[config.mk]
export PLATFORM = sky130hd
export DESIGN_NAME = fix_stream_parser
export DESIGN_NICKNAME = d
export VERILOG_FILES = /design/src/rtl/fix_stream_parser.sv
export SDC_FILE = /design/constraint.sdc
export NUM_CORES = 1
export LEC_CHECK = 0
export CAP_MARGIN = 40
export CORE_ASPECT_RATIO = 0.9
export CORE_MARGIN = 5
export CORE_UTILIZATION = 45
export CTS_CLUSTER_SIZE = 25
export DETAILED_ROUTE_END_ITERATION = 8
export GPL_TIMING_DRIVEN = 0
export PLACE_DENSITY_LB_ADDON = 0.1
export SLEW_MARGIN = 30
export SYNTH_ARGS = -nofsm -noshare
export SYNTH_HDL_FRONTEND = slang
export SYNTH_SLANG_ARGS = --single-unit
[constraint.sdc]
create_clock -name clk -period 26.7 [get_ports clk]
set_input_delay 4.005 -clock clk [delete_from_list [all_inputs] [get_ports clk]]
set_output_delay 4.005 -clock clk [all_outputs]
set_load 0.01 [all_outputs]
[src/rtl/fix_stream_parser.sv]
// FIX byte-stream parser: splits "tag=value<SOH>" fields, emits them one at a
// time through a valid/ready register, and checks the trailing "10=nnn" sum.
module fix_stream_parser #(
  parameter int TAG_WIDTH   = 20,
  parameter int TAG_DIGITS  = 5,
  parameter int VALUE_BYTES = 32
) (
  input  logic                         clk,
  input  logic                         rst,
  input  logic                         in_valid,
  input  logic [7:0]                   in_data,
  output logic                         in_ready,
  output logic                         field_valid,
  input  logic                         field_ready,
  output logic [TAG_WIDTH-1:0]         field_tag,
  output logic [8*VALUE_BYTES-1:0]     field_value,
  output logic [$clog2(VALUE_BYTES+1)-1:0] field_len,
  output logic                         msg_done,
  output logic                         msg_ok,
  output logic                         msg_err,
  output logic [2:0]                   err_code
);

  localparam int LW = $clog2(VALUE_BYTES + 1);
  localparam int DW = $clog2(TAG_DIGITS + 2);

  typedef enum logic [2:0] {IDLE, TAG, VALUE, CKSUM, RESYNC} state_t;

  state_t                     state, state_next;
  logic                       accept, is_digit, is_soh, is_eq;
  logic [TAG_WIDTH-1:0]       tag;
  logic [TAG_WIDTH+3:0]       tag_wide;
  logic [DW-1:0]              digits;
  logic [LW-1:0]              len;
  logic                       first;
  logic [7:0]                 sum, sum_mark;
  logic [8*VALUE_BYTES-1:0]   value_buf;
  logic [9:0]                 ck_value;
  logic                       do_start, do_digit, do_value, do_cksum;
  logic                       do_store, do_field, do_done, do_err;
  logic [2:0]                 err_next;

  // A new byte can only be taken once the output field slot is free or being freed.
  assign in_ready = !field_valid || field_ready;
  assign accept   = in_valid && in_ready;
  assign is_digit = (in_data >= 8'h30) && (in_data <= 8'h39);
  assign is_soh   = (in_data == 8'h01);
  assign is_eq    = (in_data == 8'h3D);
  assign tag_wide = {4'b0000, tag} * (TAG_WIDTH+4)'(10) + (TAG_WIDTH+4)'(in_data[3:0]);
  // Checksum digits sit in value bytes 0..2, most significant first.
  assign ck_value = 10'(value_buf[3:0]) * 10'd100 + 10'(value_buf[11:8]) * 10'd10
                  + 10'(value_buf[19:16]);

  // State register.
  always_ff @(posedge clk or posedge rst) begin
    if (rst) state <= IDLE;
    else     state <= state_next;
  end

  // Decode the accepted byte into a next state and a single datapath action.
  always_comb begin
    state_next = state;
    do_start = 1'b0; do_digit = 1'b0; do_value = 1'b0; do_cksum = 1'b0;
    do_store = 1'b0; do_field = 1'b0; do_done  = 1'b0; do_err   = 1'b0;
    err_next = 3'd0;
    if (accept) begin
      case (state)
        IDLE: if (in_data == 8'h38) begin do_start = 1'b1; state_next = TAG; end
        TAG: begin
          if (is_digit) begin
            if (digits == DW'(TAG_DIGITS)) begin do_err = 1'b1; err_next = 3'd3; end
            else do_digit = 1'b1;
          end else if (is_eq) begin
            if (digits == '0) begin do_err = 1'b1; err_next = 3'd2; end
            else if (tag == TAG_WIDTH'(10) && !first) begin do_cksum = 1'b1; state_next = CKSUM; end
            else begin do_value = 1'b1; state_next = VALUE; end
          end else begin
            do_err = 1'b1; err_next = 3'd1;
          end
        end
        VALUE: begin
          if (is_soh) begin do_field = 1'b1; state_next = TAG; end
          else if (len == LW'(VALUE_BYTES)) begin do_err = 1'b1; err_next = 3'd4; end
          else do_store = 1'b1;
        end
        CKSUM: begin
          if (is_soh) begin
            if (len == LW'(3)) begin do_done = 1'b1; state_next = IDLE; end
            else begin do_err = 1'b1; err_next = 3'd5; end
          end else if (is_digit && len != LW'(3)) do_store = 1'b1;
          else begin do_err = 1'b1; err_next = 3'd5; end
        end
        RESYNC: if (is_soh) state_next = IDLE;
        default: state_next = IDLE;
      endcase
      if (do_err) state_next = RESYNC;
    end
  end

  // Datapath: tag/value accumulation, running sum, output field and pulses.
  always_ff @(posedge clk or posedge rst) begin
    if (rst) begin
      tag <= '0; digits <= '0; len <= '0; first <= 1'b0;
      sum <= '0; sum_mark <= '0; value_buf <= '0;
      field_valid <= 1'b0; field_tag <= '0; field_value <= '0; field_len <= '0;
      msg_done <= 1'b0; msg_ok <= 1'b0; msg_err <= 1'b0; err_code <= 3'd0;
    end else begin
      msg_done <= 1'b0;
      msg_ok   <= 1'b0;
      msg_err  <= 1'b0;
      if (field_valid && field_ready) field_valid <= 1'b0;
      if (do_start) begin
        sum <= in_data; tag <= TAG_WIDTH'(in_data[3:0]); digits <= DW'(1); first <= 1'b1;
      end
      if (do_digit) begin
        tag <= tag_wide[TAG_WIDTH-1:0]; digits <= digits + DW'(1); sum <= sum + in_data;
      end
      if (do_value) begin
        value_buf <= '0; len <= '0; sum <= sum + in_data;
      end
      if (do_cksum) begin
        value_buf <= '0; len <= '0; sum <= sum_mark;
      end
      if (do_store) begin
        for (int i = 0; i < VALUE_BYTES; i++)
          if (LW'(i) == len) value_buf[8*i +: 8] <= in_data;
        len <= len + LW'(1);
        if (state == VALUE) sum <= sum + in_data;
      end
      if (do_field) begin
        field_tag <= tag; field_value <= value_buf; field_len <= len; field_valid <= 1'b1;
        tag <= '0; digits <= '0; first <= 1'b0;
        sum <= sum + in_data; sum_mark <= sum + in_data;
      end
      if (do_done) begin
        field_tag <= TAG_WIDTH'(10); field_value <= value_buf; field_len <= LW'(3);
        field_valid <= 1'b1; msg_done <= 1'b1; msg_ok <= (ck_value == {2'b00, sum});
      end
      if (do_err) begin
        msg_err <= 1'b1; err_code <= err_next;
      end
    end
  end

endmodule

==> impl_metrics.env <==
export IMPL_outcome="complete, no violations"
export IMPL_postSynthCellCount=2811
export IMPL_rrSetupSlack_ns=22.40
export IMPL_cts_path_max_buffers=3
export IMPL_rsz0062_at_grt="false"
export IMPL_cts_made_buffers=61
export IMPL_stdcell_count=4001
export IMPL_synth_commonest_cells="nand2_1, dfrtp_1, o21ai_0"
export IMPL_h_tree_depth=2
export IMPL_dieArea_um2=61400
export IMPL_crit_fanout=4
export IMPL_fmax_mhz=107
export IMPL_p_per_area_nw_per_um2=60.4
export IMPL_slowest_stage="clkdlybuf4s50_1"
export IMPL_finalHoldViolCount=0
export IMPL_seq_area_frac_synth_pct=58.4
export IMPL_ys_seq_elements=594
export IMPL_first_iter_violations=1669
export IMPL_place_ws_ns=17.30
export IMPL_startpoint="field_ready"
export IMPL_dpl_cell_count=3886
export IMPL_timing_rr_start="len[0]"
export IMPL_async_flop_share_pct=100
export IMPL_hold_path_class="reg -> reg"
export IMPL_worst_endpoint_required_ns=22.69
export IMPL_maxCapViolations=0
export IMPL_synth_xor_area_share_pct=1.92
export IMPL_synth_top_area_share_pct=58.4
export IMPL_via_per_inst=5.24
export IMPL_synth_area_leaders="dfrtp_1, nand2_1, o21ai_0"
export IMPL_totalWireLength_um=74900
export IMPL_clockRootBuffer="clkbuf_16"
export IMPL_gp_congestion=0.852
export IMPL_final_nets=3286
export IMPL_syn_area_um2=25500
export IMPL_synth_compound_area_share_pct=8.90
export IMPL_finalSetupViolCount=0
export IMPL_yosysWarnings=0
export IMPL_arrival_ns=5.37
export IMPL_cts_tree="built"
export IMPL_ir_drop_mv=0.0504
export IMPL_critical_path_class="in -> out"
export IMPL_cts_hold_buf=0
export IMPL_grt_pass1_vias=20700
export IMPL_synthSimpleGateAreaFrac_pct=23.2
export IMPL_worstPathCellList="clkdlybuf4s50_1, nand2b_1, clkdlybuf4s50_1"
export IMPL_antenna_found_initial=1
export IMPL_finalCriticalPeriod_ns=9.37
export IMPL_drt_pass1_iter_count=5
export IMPL_synthDistinctLibCells=67
export IMPL_drc=0
export IMPL_holdPathEnd="field_value[166]"
export IMPL_initial_utilization_pct=45.6
export IMPL_synth_mux_area_fraction_pct=0.172
export IMPL_cpPeakStageDelay_ns=0.61
export IMPL_post_cts_resized=0
export IMPL_startpoint_type="input port"
export IMPL_ff2ff_path_depth=10
export IMPL_grt_max_degree=97
export IMPL_std_cell_rows=82
export IMPL_synth_net_count=2902
export IMPL_timing_final_ws_setup_ns=17.33
export IMPL_synth_most_common_cell="nand2_1"
export IMPL_synth_edff_count=0
export IMPL_drive_above_1_share_pct=5.76
export IMPL_post_cts_buffers=0
export IMPL_syn_to_final_growth_pct=25.2
export IMPL_whs_path_depth=2
export IMPL_synth_top_family_by_area="simple AND/OR/NAND/NOR gates"
export IMPL_finalPower_w=0.00193
export IMPL_synthAdderAreaFrac_pct=4.12
export IMPL_wl_per_cell_um=18.7
export IMPL_clock_skew_ns=0.0193
export IMPL_die_y_um=236
export IMPL_cp_common_cell="clkdlybuf4s50_1"
export IMPL_yosysTopAreaCell="dfrtp_1"
export IMPL_avgSynthCellArea_um2=9.06
export IMPL_relSlewSlack_pct=38.9
export IMPL_vias=21000
export IMPL_whs_ns=0.463
export IMPL_track_usage_pct=24.1
export IMPL_dp_hpwl_um=54500
export IMPL_report_final_slew_viol_count=0
export IMPL_holdCritStartpoint="field_value[166]"
export IMPL_clk_pin_slew_ns=0.06
export IMPL_fillerInstances=5016
export IMPL_chipWidth_um=261
export IMPL_portBuffers=301
export IMPL_worstReg2RegEnd="field_value[29]"
export IMPL_p_leak_nw=15.6
export IMPL_worst_setup_path_end_kind="output port"
export IMPL_ys_flop_type="dfrtp_1"
export IMPL_clkLatencyLatePin_ns=0.62
export IMPL_ant_nets=0
export IMPL_tightestPinTransition_ns=0.914
export IMPL_grt_pass1_wl_um=118000
export IMPL_cts_sinks=594
export IMPL_overflow=0
export IMPL_core_um2=55800
export IMPL_min_period_over_period_pct=35.1
export IMPL_ios=302
## logic make-up after synthesis
family                     Yosys count
muxes                                4
xor gates and xnor gates            54
buffers and inverters              206
AOI/OAI and AO/OA                  416
DFF                                594
and+or+nand+nor                   1458
adders and majority gates           79
## metal layers
layer	share of wire [%]	up-vias	track usage (%)	routed length [um]
met5	0	-	0	0
met4	2.8	0	6.85	2130
met3	6.1	132	3.76	4570
met2	47	587	38.4	35100
met1	44	10300	34.4	33100
li1	-	9917	-	-
## worst max-delay path: cells and delay by family
family | cells | cell delay, ns
buffers and inverters | 2 | 1.05
and+or+nand+nor | 1 | 0.31
## stage by stage
step / area, um2 / TNS [ns] / util [%]
final: 31900 / 0 / 57.1
after global routing: 31900 / 0 / 57.1
after CTS: 31800 / 0 / 57.0
after detailed placement: 29700 / 0 / 53.3
after global placement: 29400 / -79.88 / 52.7
after floorplan: 25500 / 0 / -
## layout by cell type, fill, tap and decap left out, types with 11 or more instances in the layout
master,n
a21o_1,16
a21oi_1,55
and3_1,11
buf_1,12
buf_2,45
clkbuf_1,123
clkbuf_16,61
clkbuf_8,14
clkdlybuf4s50_1,301
clkinv_2,15
dfrtp_1,594
ha_1,71
inv_1,35
nand2_1,1168
nand3_1,146
nor2_1,57
nor2b_1,11
nor3_1,16
o21ai_0,282
o21ai_1,22
xnor2_1,36
xor2_1,16
## worst max-delay path by stage
stage / slack, ns / cells after the start / end
floorplan: 6.07 / 1 / digits[0]
global placement: -0.22 / 2 / field_value[46]
detailed placement: 17.30 / 3 / in_ready
CTS: 17.29 / 3 / in_ready
global route: 17.28 / 3 / in_ready
finish: 17.33 / 3 / in_ready
## sequential cells by signal, indices dropped and copies added, names as in the netlist
register / cells
state: 3
value_buf: 256
field_valid: 1
sum_mark: 8
err_code: 3
digits: 3
field_tag: 20
sum: 8
field_value: 256
tag: 20
len: 6
first: 1
msg_done: 1
field_len: 6
msg_err: 1
msg_ok: 1
## layout make-up
| class | count | area, um2 | share of cell area [%] |
|---|---|---|---|
| Antenna cell | 1 | 2.50 | 0.00785 |
| Clock inverter | 26 | 328 | 1.03 |
| Multi-Input combinational cell | 2011 | 9770 | 30.7 |
| Clock buffer | 86 | 1760 | 5.53 |
| Tap cell | 756 | 946 | 2.97 |
| Inverter | 36 | 143 | 0.448 |
| Sequential cell | 594 | 14900 | 46.7 |
| Buffer | 170 | 698 | 2.19 |
| Timing Repair Buffer | 321 | 3350 | 10.5 |
## power by group
| part | switching, W | internal, W | total, W |
|---|---|---|---|
| clock | 0.000360 | 0.000525 | 0.000885 |
| combinational | 0.0000767 | 0.0000447 | 0.000121 |
| sequential | 0.0000110 | 0.000908 | 0.000919 |
No activity file was read; power rests on OpenSTA's default activity.
